[config.mk]
export PLATFORM = sky130hd
export DESIGN_NAME = pipeline_stage_buf_flat
export DESIGN_NICKNAME = d
export VERILOG_FILES = /design/src/rtl/pipeline_stage_buf_if.sv /design/src/rtl/pipeline_stage_buf.sv /design/src/flat_wrapper.sv
export SDC_FILE = /design/constraint.sdc
export NUM_CORES = 1
export LEC_CHECK = 0
export CORE_UTILIZATION = 53
export CTS_BUF_LIST = sky130_fd_sc_hd__clkbuf_4
export DETAILED_ROUTE_END_ITERATION = 8
export GPL_TIMING_DRIVEN = 0
export PLACE_DENSITY_LB_ADDON = 0.12
export SLEW_MARGIN = 40
export SYNTH_ARGS = -nofsm -noshare
export SYNTH_HDL_FRONTEND = slang
export SYNTH_SLANG_ARGS = --single-unit
[constraint.sdc]
create_clock -name clk -period 2.6 [get_ports clk]
set_input_delay 0.39 -clock clk [delete_from_list [all_inputs] [get_ports clk]]
set_output_delay 0.39 -clock clk [all_outputs]
set_load 0.005 [all_outputs]
[src/rtl/pipeline_stage_buf_if.sv]
// Handshake bundle between an upstream stage, the pipeline buffer and the downstream stage.
// Handshake: a beat transfers on a rising clk edge where valid and ready are both high; valid, once raised, holds its payload until that edge.
interface pipeline_stage_buf_if #(
    parameter int DATA_W = 64
);
    logic [DATA_W-1:0] d_data;
    logic              d_valid;
    logic              d_ready;
    logic [DATA_W-1:0] q_data;
    logic              q_valid;
    logic              q_ready;

    // Environment side: produces upstream beats and consumes downstream beats.
    modport master (
        output d_data,
        output d_valid,
        output q_ready,
        input  d_ready,
        input  q_data,
        input  q_valid
    );

    modport slave (
        input  d_data,
        input  d_valid,
        input  q_ready,
        output d_ready,
        output q_data,
        output q_valid
    );
endinterface

[src/rtl/pipeline_stage_buf.sv]
// Inter-stage pipeline register with a 2-entry skid buffer, flush-to-NOP, a delayed
// PC-increment sideband and a saturating bubble counter.
module pipeline_stage_buf #(
    parameter int                DATA_W    = 64,
    parameter logic [DATA_W-1:0] NOP_VALUE = {DATA_W{1'b0}},
    parameter int                CNT_W     = 16
) (
    input  logic                 clk,
    input  logic                 rst,
    pipeline_stage_buf_if.slave  bus,
    input  logic                 flush,
    input  logic                 d_pcincr,
    output logic                 qd_pcincr,
    input  logic                 bubble_clr,
    output logic [CNT_W-1:0]     bubble_cnt,
    output logic [1:0]           dbg_state
);

    typedef enum logic [1:0] {
        EMPTY = 2'd0,
        HALF  = 2'd1,
        FULL  = 2'd2
    } state_t;

    state_t            state_q, state_d;
    logic [DATA_W-1:0] main_q, main_d;
    logic [DATA_W-1:0] skid_q, skid_d;
    logic              q_valid_q, q_valid_d;
    logic              d_ready_q, d_ready_d;
    logic              pcincr_q;
    logic [CNT_W-1:0]  bubble_q, bubble_d;
    logic              push;
    logic              pop;

    // Handshake flags come straight from registers, so q_ready never reaches d_ready.
    assign push = bus.d_valid & d_ready_q;
    assign pop  = q_valid_q & bus.q_ready;

    always_comb begin
        state_d = state_q;
        main_d  = main_q;
        skid_d  = skid_q;
        if (flush) begin
            state_d = EMPTY;
            main_d  = NOP_VALUE;
            skid_d  = NOP_VALUE;
        end else begin
            case (state_q)
                EMPTY: begin
                    if (push) begin
                        state_d = HALF;
                        main_d  = bus.d_data;
                    end
                end
                HALF: begin
                    if (push && pop) begin
                        main_d = bus.d_data;
                    end else if (push) begin
                        state_d = FULL;
                        skid_d  = bus.d_data;
                    end else if (pop) begin
                        state_d = EMPTY;
                        main_d  = NOP_VALUE;
                    end
                end
                FULL: begin
                    if (pop) begin
                        state_d = HALF;
                        main_d  = skid_q;
                        skid_d  = NOP_VALUE;
                    end
                end
                default: begin
                    state_d = EMPTY;
                    main_d  = NOP_VALUE;
                    skid_d  = NOP_VALUE;
                end
            endcase
        end
        q_valid_d = (state_d != EMPTY);
        d_ready_d = (state_d != FULL);
    end

    always_comb begin
        bubble_d = bubble_q;
        if (bubble_clr) begin
            bubble_d = '0;
        end else if (bus.q_ready && !q_valid_q && (bubble_q != {CNT_W{1'b1}})) begin
            bubble_d = bubble_q + CNT_W'(1);
        end
    end

    always_ff @(posedge clk) begin
        if (!rst) begin
            state_q   <= EMPTY;
            main_q    <= NOP_VALUE;
            skid_q    <= NOP_VALUE;
            q_valid_q <= 1'b0;
            d_ready_q <= 1'b1;
            pcincr_q  <= 1'b0;
            bubble_q  <= '0;
        end else begin
            state_q   <= state_d;
            main_q    <= main_d;
            skid_q    <= skid_d;
            q_valid_q <= q_valid_d;
            d_ready_q <= d_ready_d;
            pcincr_q  <= d_pcincr;
            bubble_q  <= bubble_d;
        end
    end

    assign bus.q_data  = main_q;
    assign bus.q_valid = q_valid_q;
    assign bus.d_ready = d_ready_q;
    assign qd_pcincr   = pcincr_q;
    assign bubble_cnt  = bubble_q;
    assign dbg_state   = state_q;

endmodule

[src/flat_wrapper.sv]
// flat-port wrapper written by rule: the top's interface ports become plain ports
module pipeline_stage_buf_flat 
#(
    parameter int                DATA_W    = 64,
    parameter logic [DATA_W-1:0] NOP_VALUE = {DATA_W{1'b0}},
    parameter int                CNT_W     = 16
)
  (clk, rst, flush, d_pcincr, qd_pcincr, bubble_clr, bubble_cnt, dbg_state, bus_d_data, bus_d_valid, bus_q_ready, bus_d_ready, bus_q_data, bus_q_valid);
  pipeline_stage_buf_if #(.DATA_W(DATA_W)) bus_i ();
  input  logic clk;
  input  logic rst;
  input  logic flush;
  input  logic d_pcincr;
  output logic qd_pcincr;
  input  logic bubble_clr;
  output logic [CNT_W-1:0] bubble_cnt;
  output logic [1:0] dbg_state;
  input wire logic [$bits(bus_i.d_data)-1:0] bus_d_data;
  input wire logic [$bits(bus_i.d_valid)-1:0] bus_d_valid;
  input wire logic [$bits(bus_i.q_ready)-1:0] bus_q_ready;
  output wire logic [$bits(bus_i.d_ready)-1:0] bus_d_ready;
  output wire logic [$bits(bus_i.q_data)-1:0] bus_q_data;
  output wire logic [$bits(bus_i.q_valid)-1:0] bus_q_valid;
  assign bus_i.d_data = bus_d_data;
  assign bus_i.d_valid = bus_d_valid;
  assign bus_i.q_ready = bus_q_ready;
  assign bus_d_ready = bus_i.d_ready;
  assign bus_q_data = bus_i.q_data;
  assign bus_q_valid = bus_i.q_valid;
  pipeline_stage_buf #(.DATA_W(DATA_W), .NOP_VALUE(NOP_VALUE), .CNT_W(CNT_W)) u_core (.clk(clk), .rst(rst), .bus(bus_i), .flush(flush), .d_pcincr(d_pcincr), .qd_pcincr(qd_pcincr), .bubble_clr(bubble_clr), .bubble_cnt(bubble_cnt), .dbg_state(dbg_state));
endmodule
## Word level (Yosys, flattened, before mapping)

Index checks and enable logic that the tools add are counted.

| operators by class | value |
|---|---|
| add/sub/neg operators | 1 |
| equal/unequal tests | 10 |
| mux-type cells | 15 |
| bitwise logic cells | 4 |
| reductions and logical operators | 10 |

Operators by type and width:

| kind | count |
|---|---|
| $mux 64 | 6 |
| $pmux 64 s3 | 2 |
| $add 16x1->16 const B | 1 |
| $ne 16x16->1 const B | 1 |
| $mux 2 | 6 |
| $reduce_and 4->1 | 2 |
| $ne 2x1->1 const B | 3 |
| $pmux 2 s3 | 1 |
| $ne 2x2->1 const B | 2 |
| $reduce_or 2->1 | 2 |
| $logic_and 1x1->1 | 3 |
| $ne 3x1->1 const B | 1 |
| $ne 3x3->1 const B | 1 |
| $and 1x1->1 | 2 |
| $eq 2x1->1 const B | 1 |
| $eq 2x2->1 const B | 1 |
| $logic_not 2->1 | 1 |
| $not 1->1 | 2 |
| $reduce_bool 2->1 | 1 |
| $logic_not 1->1 | 1 |

| storage, ports and cells | value |
|---|---|
| flip-flop bits (word level) | 149 |
| input bits | 71 |
| output and inout bits | 85 |
| logic and storage cells | 47 |

## Depth between registers and ports, before layout

| logic depth | value |
|---|---|
| depth after elaboration | 7 |
| mapped depth | 8 |
| gate-level depth less buffers | 5 |

## Worst setup path after synthesis

OpenSTA, ideal clock, no wires.

| timing | value |
|---|---|
| kind | flip-flop to flip-flop |
| from | reg u_core.bubble_q[0], in the netlist u_core.bubble_cnt[0] |
| to | reg u_core.bubble_q[10], in the netlist u_core.bubble_cnt[10] |
| library setup time | 135 ps |
| arrival | 1,497 ps |
| data required time | 2,465 ps |
| path slack | 968 ps |
| cell stages (with the launch flop) | 6 |
| path buffers | 0 |
| period minus slack after synthesis | 1,632 ps |
| cell sequence | dfxtp_1 -> ha_1 -> nand3b_1 -> or3_1 -> o311ai_0 -> o41ai_1 |

| on the way | value |
|---|---|
| longest elaborated chain between the ends | 2 |
| elaborated cells on any way between the ends | 3 |
| those cells by class | 1 x add/sub; 1 x eq/ne; 1 x reduce/logical |

Ends and longest elaborated chain:

| element | line | RTL |
|---|---|---|
| from (decl) | pipeline_stage_buf.sv:31 | `logic [CNT_W-1:0] bubble_q, bubble_d;` |
| from (signal assigned) | pipeline_stage_buf.sv:109 | `bubble_q <= bubble_d;` |
| branches (longest 2 deep; another with $add 16x1->16) | - |  |

Several ways; the timed one is not identified.
A chain may end at the register's enable or synchronous reset.

## Worst setup path in the final report

| timing | value |
|---|---|
| from | reg u_core.state_q[0], in the netlist u_core.dbg_state[0] |
| to | reg u_core.main_q[62], in the netlist u_core.bus.q_data[62] |

| on the way | value |
|---|---|
| longest elaborated chain between the ends | 3 |
| elaborated cells on any way between the ends | 9 |
| those cells by class | 6 x eq/ne; 1 x mux; 2 x reduce/logical |

Ends and longest elaborated chain:

| element | line | RTL |
|---|---|---|
| from (decl) | pipeline_stage_buf.sv:25 | `state_t state_q, state_d;` |
| from (signal assigned) | pipeline_stage_buf.sv:103 | `state_q <= state_d;` |
| $eq 2x1->1, or another cell as far along | pipeline_stage_buf.sv:48 | `case (state_q)` |
| $ne 3x3->1 (no line), or another cell as far along | - |  |
| $reduce_and 4->1 (no line) | - |  |
| to (signal assigned) | pipeline_stage_buf.sv:104 | `main_q <= main_d;` |
| to (decl) | pipeline_stage_buf.sv:26 | `logic [DATA_W-1:0] main_q, main_d;` |

Parallel ways exist; a longest one is shown, timed or not.

==> impl_metrics.yaml <==
run_status:
  run_status: "finished clean"
grt:
  grt.total_usage: 0.319
  number_of_global_route_vias_before_repair: 6714
  grt_first_pass_wirelength_um: 33000
  grt_overflow: 0
  largest_net_degree_at_the_start_of_global_routing: 17
  antenna_violations_before_repair: 1
power:
  share_seq_of_total_power: 0.562
  power_frac_comb: 0.153
  intPower_mw: 3.03
  total_power_mw: 4.20
  power-per-cell-area_nw_per_um2: 482
  power.static_leakage_nw: 2.85
  clock_power_frac: 0.285
  ir_drop_uv: 312
  sw_frac_of_total: 0.278
  power_switching_mw: 1.17
run:
  max_cap_viol_count: 0
worst_setup_path:
  cp_common_cell: "clkbuf_1"
  critical-path-max-stage-delay_ns: 0.50
  sequence_of_cells_on_the_critical_path: "clkbuf_1 > clkbuf_1 > clkbuf_1 > a2bb2oi_1 > a21oi_1"
  worstSetupEndpoint: "u_core.bus.q_data[62]"
  startpoint_type: "flip-flop"
  ff2ff_setup_slack_ns: 0.31
  crit_path_top_delay_cell: "clkbuf_1"
  worst_setup_path_end_kind: "flip-flop"
  worst_r2r_path_depth: 5
  worst_flop_to_flop_path_startpoint: "u_core.dbg_state[0]"
  timing_worst_setup_path_type: "flip-flop to flip-flop"
  worst-endpoint-required_ns: 3.05
  critical_path.max_fanout: 10
  cp-startpoint: "u_core.dbg_state[0]"
  arrival_ns: 2.73
  critical_path.reg2reg.endpoint: "u_core.bus.q_data[62]"
floorplan:
  number_of_top_level_pins: 156
  coreArea_um2: 12200
  floorplan.die.width_um: 115
  dieArea_um2: 13200
  start_util: 0.552
  die_height_um: 115
  placementRows: 40
drt:
  drtPass1Iterations: 5
  drt_wl_total_um: 20900
  post_drt_wl_per_cell_um: 18.5
  vias: 7151
  drt-vias-per-instance: 6.35
  detail-route-antenna-nets: 0
  first_iter_violations: 846
  post_detailed_route_drc_marker_count: 0
min_path:
  hold_class: "input pin to flip-flop"
layout:
  layout_nets: 1017
  area_growth_syn_to_layout_pct: 29.3
  sequential_cell_area_um2: 2980
  fillerInstances: 1013
  multi_input_comb_area_um2: 3410
  layout-drive-gt1-share: 0.0554
  finalInstanceArea_um2: 8720
yosys:
  post_synth_main_area_contributors: "dfxtp_1 44%, a21oi_1 9.0%, nand4b_1 8.3%"
  syn_area_per_cell_um2: 8.74
  synth_nets: 843
  synth_compound_area_frac: 0.321
  async_sr_flop_fraction: 0
  fraction_of_the_yosys_area_taken_by_sequential_cells: 0.442
  yosys.area.top_type_share: 0.442
  synthXorXnorAreaFrac: 0
  dominantRegCellSynth: "dfxtp_1"
  synth-warning-count: 0
  netlist_area_um2: 6740
  ys_top_cells_by_count: "149 x dfxtp_1, 121 x a21oi_1, 72 x o21ai_0"
  yosys.cell_types.count: 44
  synth_enable_flop_cells: 0
  ys_ff_latch: 149
  synthAdderAreaFrac: 0.00186
  top_count_cell_post_synth: "dfxtp_1"
  yosysTopAreaCell: "dfxtp_1"
  post_synthesis_cell_count: 771
  yosys.area_share.simple: 0.179
  post_synth_mux_area_share: 0.00297
  synth_top_family_by_area: "compound AO/OA/AOI/OAI gates"
clock_network:
  clock-root-buffer: "clkbuf_4"
  post_cts_resized: 0
  htree_num_levels: 4
  clk_transition_reported_paths_ns: 0.12
  numClockSinks: 149
  cts_setup_buffers: 0
  clock_tree.buffer_depth: 2
  cts_hold_buffers: 0
  tritoncts: "built"
  clock_latency_ns: 0.58
  cts_made_buffers: 17
sta:
  report.final.hold_viol_count: 0
  clock_skew_after_layout_ns: 0.0125
  fin_crit_ns: 2.29
  worst_slew_margin_rel: 0.452
  setup_viol: 0
  fin_tns_setup_ns: 0
  max_slew_vio_count: 0
  worst_margin_slew_ns: 0.819
  max_freq_mhz: 437
  rsz_0062_raised_after_global_routing: "false"
  finalCritPeriodShare: 0.880
  hold-worst-slack_ns: 0.410
placement:
  detailed_placement_hpwl_um: 14800
  gp_routability_congestion: 0.887
  placed_cell_area_um2: 8510
  place.port_buffers: 155
[cell families (layout without fill, tap and decap cells)]
group                      count (synthesis)  after routing
muxes                                      2              2
adders and majority gates                  1              1
other                                      0              1
AOI/OAI and AO/OA                        335            335
buffers and inverters                     86            272
DFF                                      149            149
and+or+nand+nor                          198            198
[per-layer routing]
metal | routed length (um) | vias up | GRT usage | part of all wire
li1 | - | 3296 | - | -
met1 | 8520 | 3377 | 0.405 | 0.41
met2 | 9960 | 433 | 0.523 | 0.48
met3 | 1890 | 45 | 0.0633 | 0.091
met4 | 474 | 0 | 0.150 | 0.023
met5 | 0 | - | 0 | 0
[flip-flops by register name, indices dropped and copies added, names as in the netlist]
| signal | cells |
|---|---|
| u_core.qd_pcincr | 1 |
| u_core.bus.d_ready | 1 |
| u_core.bus.q_valid | 1 |
| u_core.dbg_state | 2 |
| u_core.bus.q_data | 64 |
| u_core.bubble_cnt | 16 |
| u_core.skid_q | 64 |
[critical path, delay by kind of cell (launching register included)]
family                 cells  cell delay [ns]
flip-flops                 1             0.38
AO/OA/AOI/OAI              2             0.44
buffers and inverters      3             1.33
[power by group through the flow]
| stage | Combinational, mW | Clock [mW] | Sequential [mW] |
|---|---|---|---|
| after floorplan | 0.303 | 0 | 2.41 |
| after global placement | 0.613 | 0 | 2.41 |
| after detailed placement | 0.630 | 0 | 2.41 |
| after CTS | 0.634 | 1.20 | 2.36 |
| after global routing | 0.691 | 1.29 | 2.36 |
| final | 0.645 | 1.20 | 2.36 |
[layout by cell type (no fill, tap or decap), drive strengths merged, types with 3 or more instances in the layout]
master,n
a211oi,3
a21oi,121
a221o,22
a22oi,64
a2bb2oi,42
and2,4
and3,3
and4,3
buf,20
clkbuf,85
clkdlybuf4s50,155
clkinv,9
dfxtp,149
inv,3
nand2,55
nand2b,6
nand3,5
nand4,5
nand4b,64
nor2,26
nor3,6
nor4,3
o21ai,72
o31ai,3
or3,7
[area by class of cell]
cell class	count	share of cell area
repair buffers	155	0.178
diodes	1	0.000287
plain buffers	83	0.0392
clock buffers	22	0.0189
multi-input cells	536	0.392
inverters	3	0.00129
clock inverters	9	0.00445
well taps	168	0.0241
flip-flops and latches	149	0.342
[stage by stage]
step	setup WS, ns	std cells	utilization
after global routing	0.297	1126	0.714
after global placement	-0.163	1094	0.696
final	0.313	1126	0.714
after CTS	0.344	1125	0.713
after detailed placement	-0.176	1094	0.697
after floorplan	0.968	771	-
[worst min-delay path by stage]
stage | startpoint | end | cells after the start
2_1_floorplan | u_core.bus.q_data[0] | u_core.bus.q_data[0] | 2
3_3_place_gp | u_core.bus.q_data[6] | u_core.bus.q_data[6] | 2
3_5_place_dp | u_core.bus.q_data[45] | u_core.bus.q_data[45] | 2
4_1_cts | d_pcincr | u_core.qd_pcincr | 2
5_1_grt | d_pcincr | u_core.qd_pcincr | 2
6_report | d_pcincr | u_core.qd_pcincr | 2
Power figures use the tool's default switching activity.
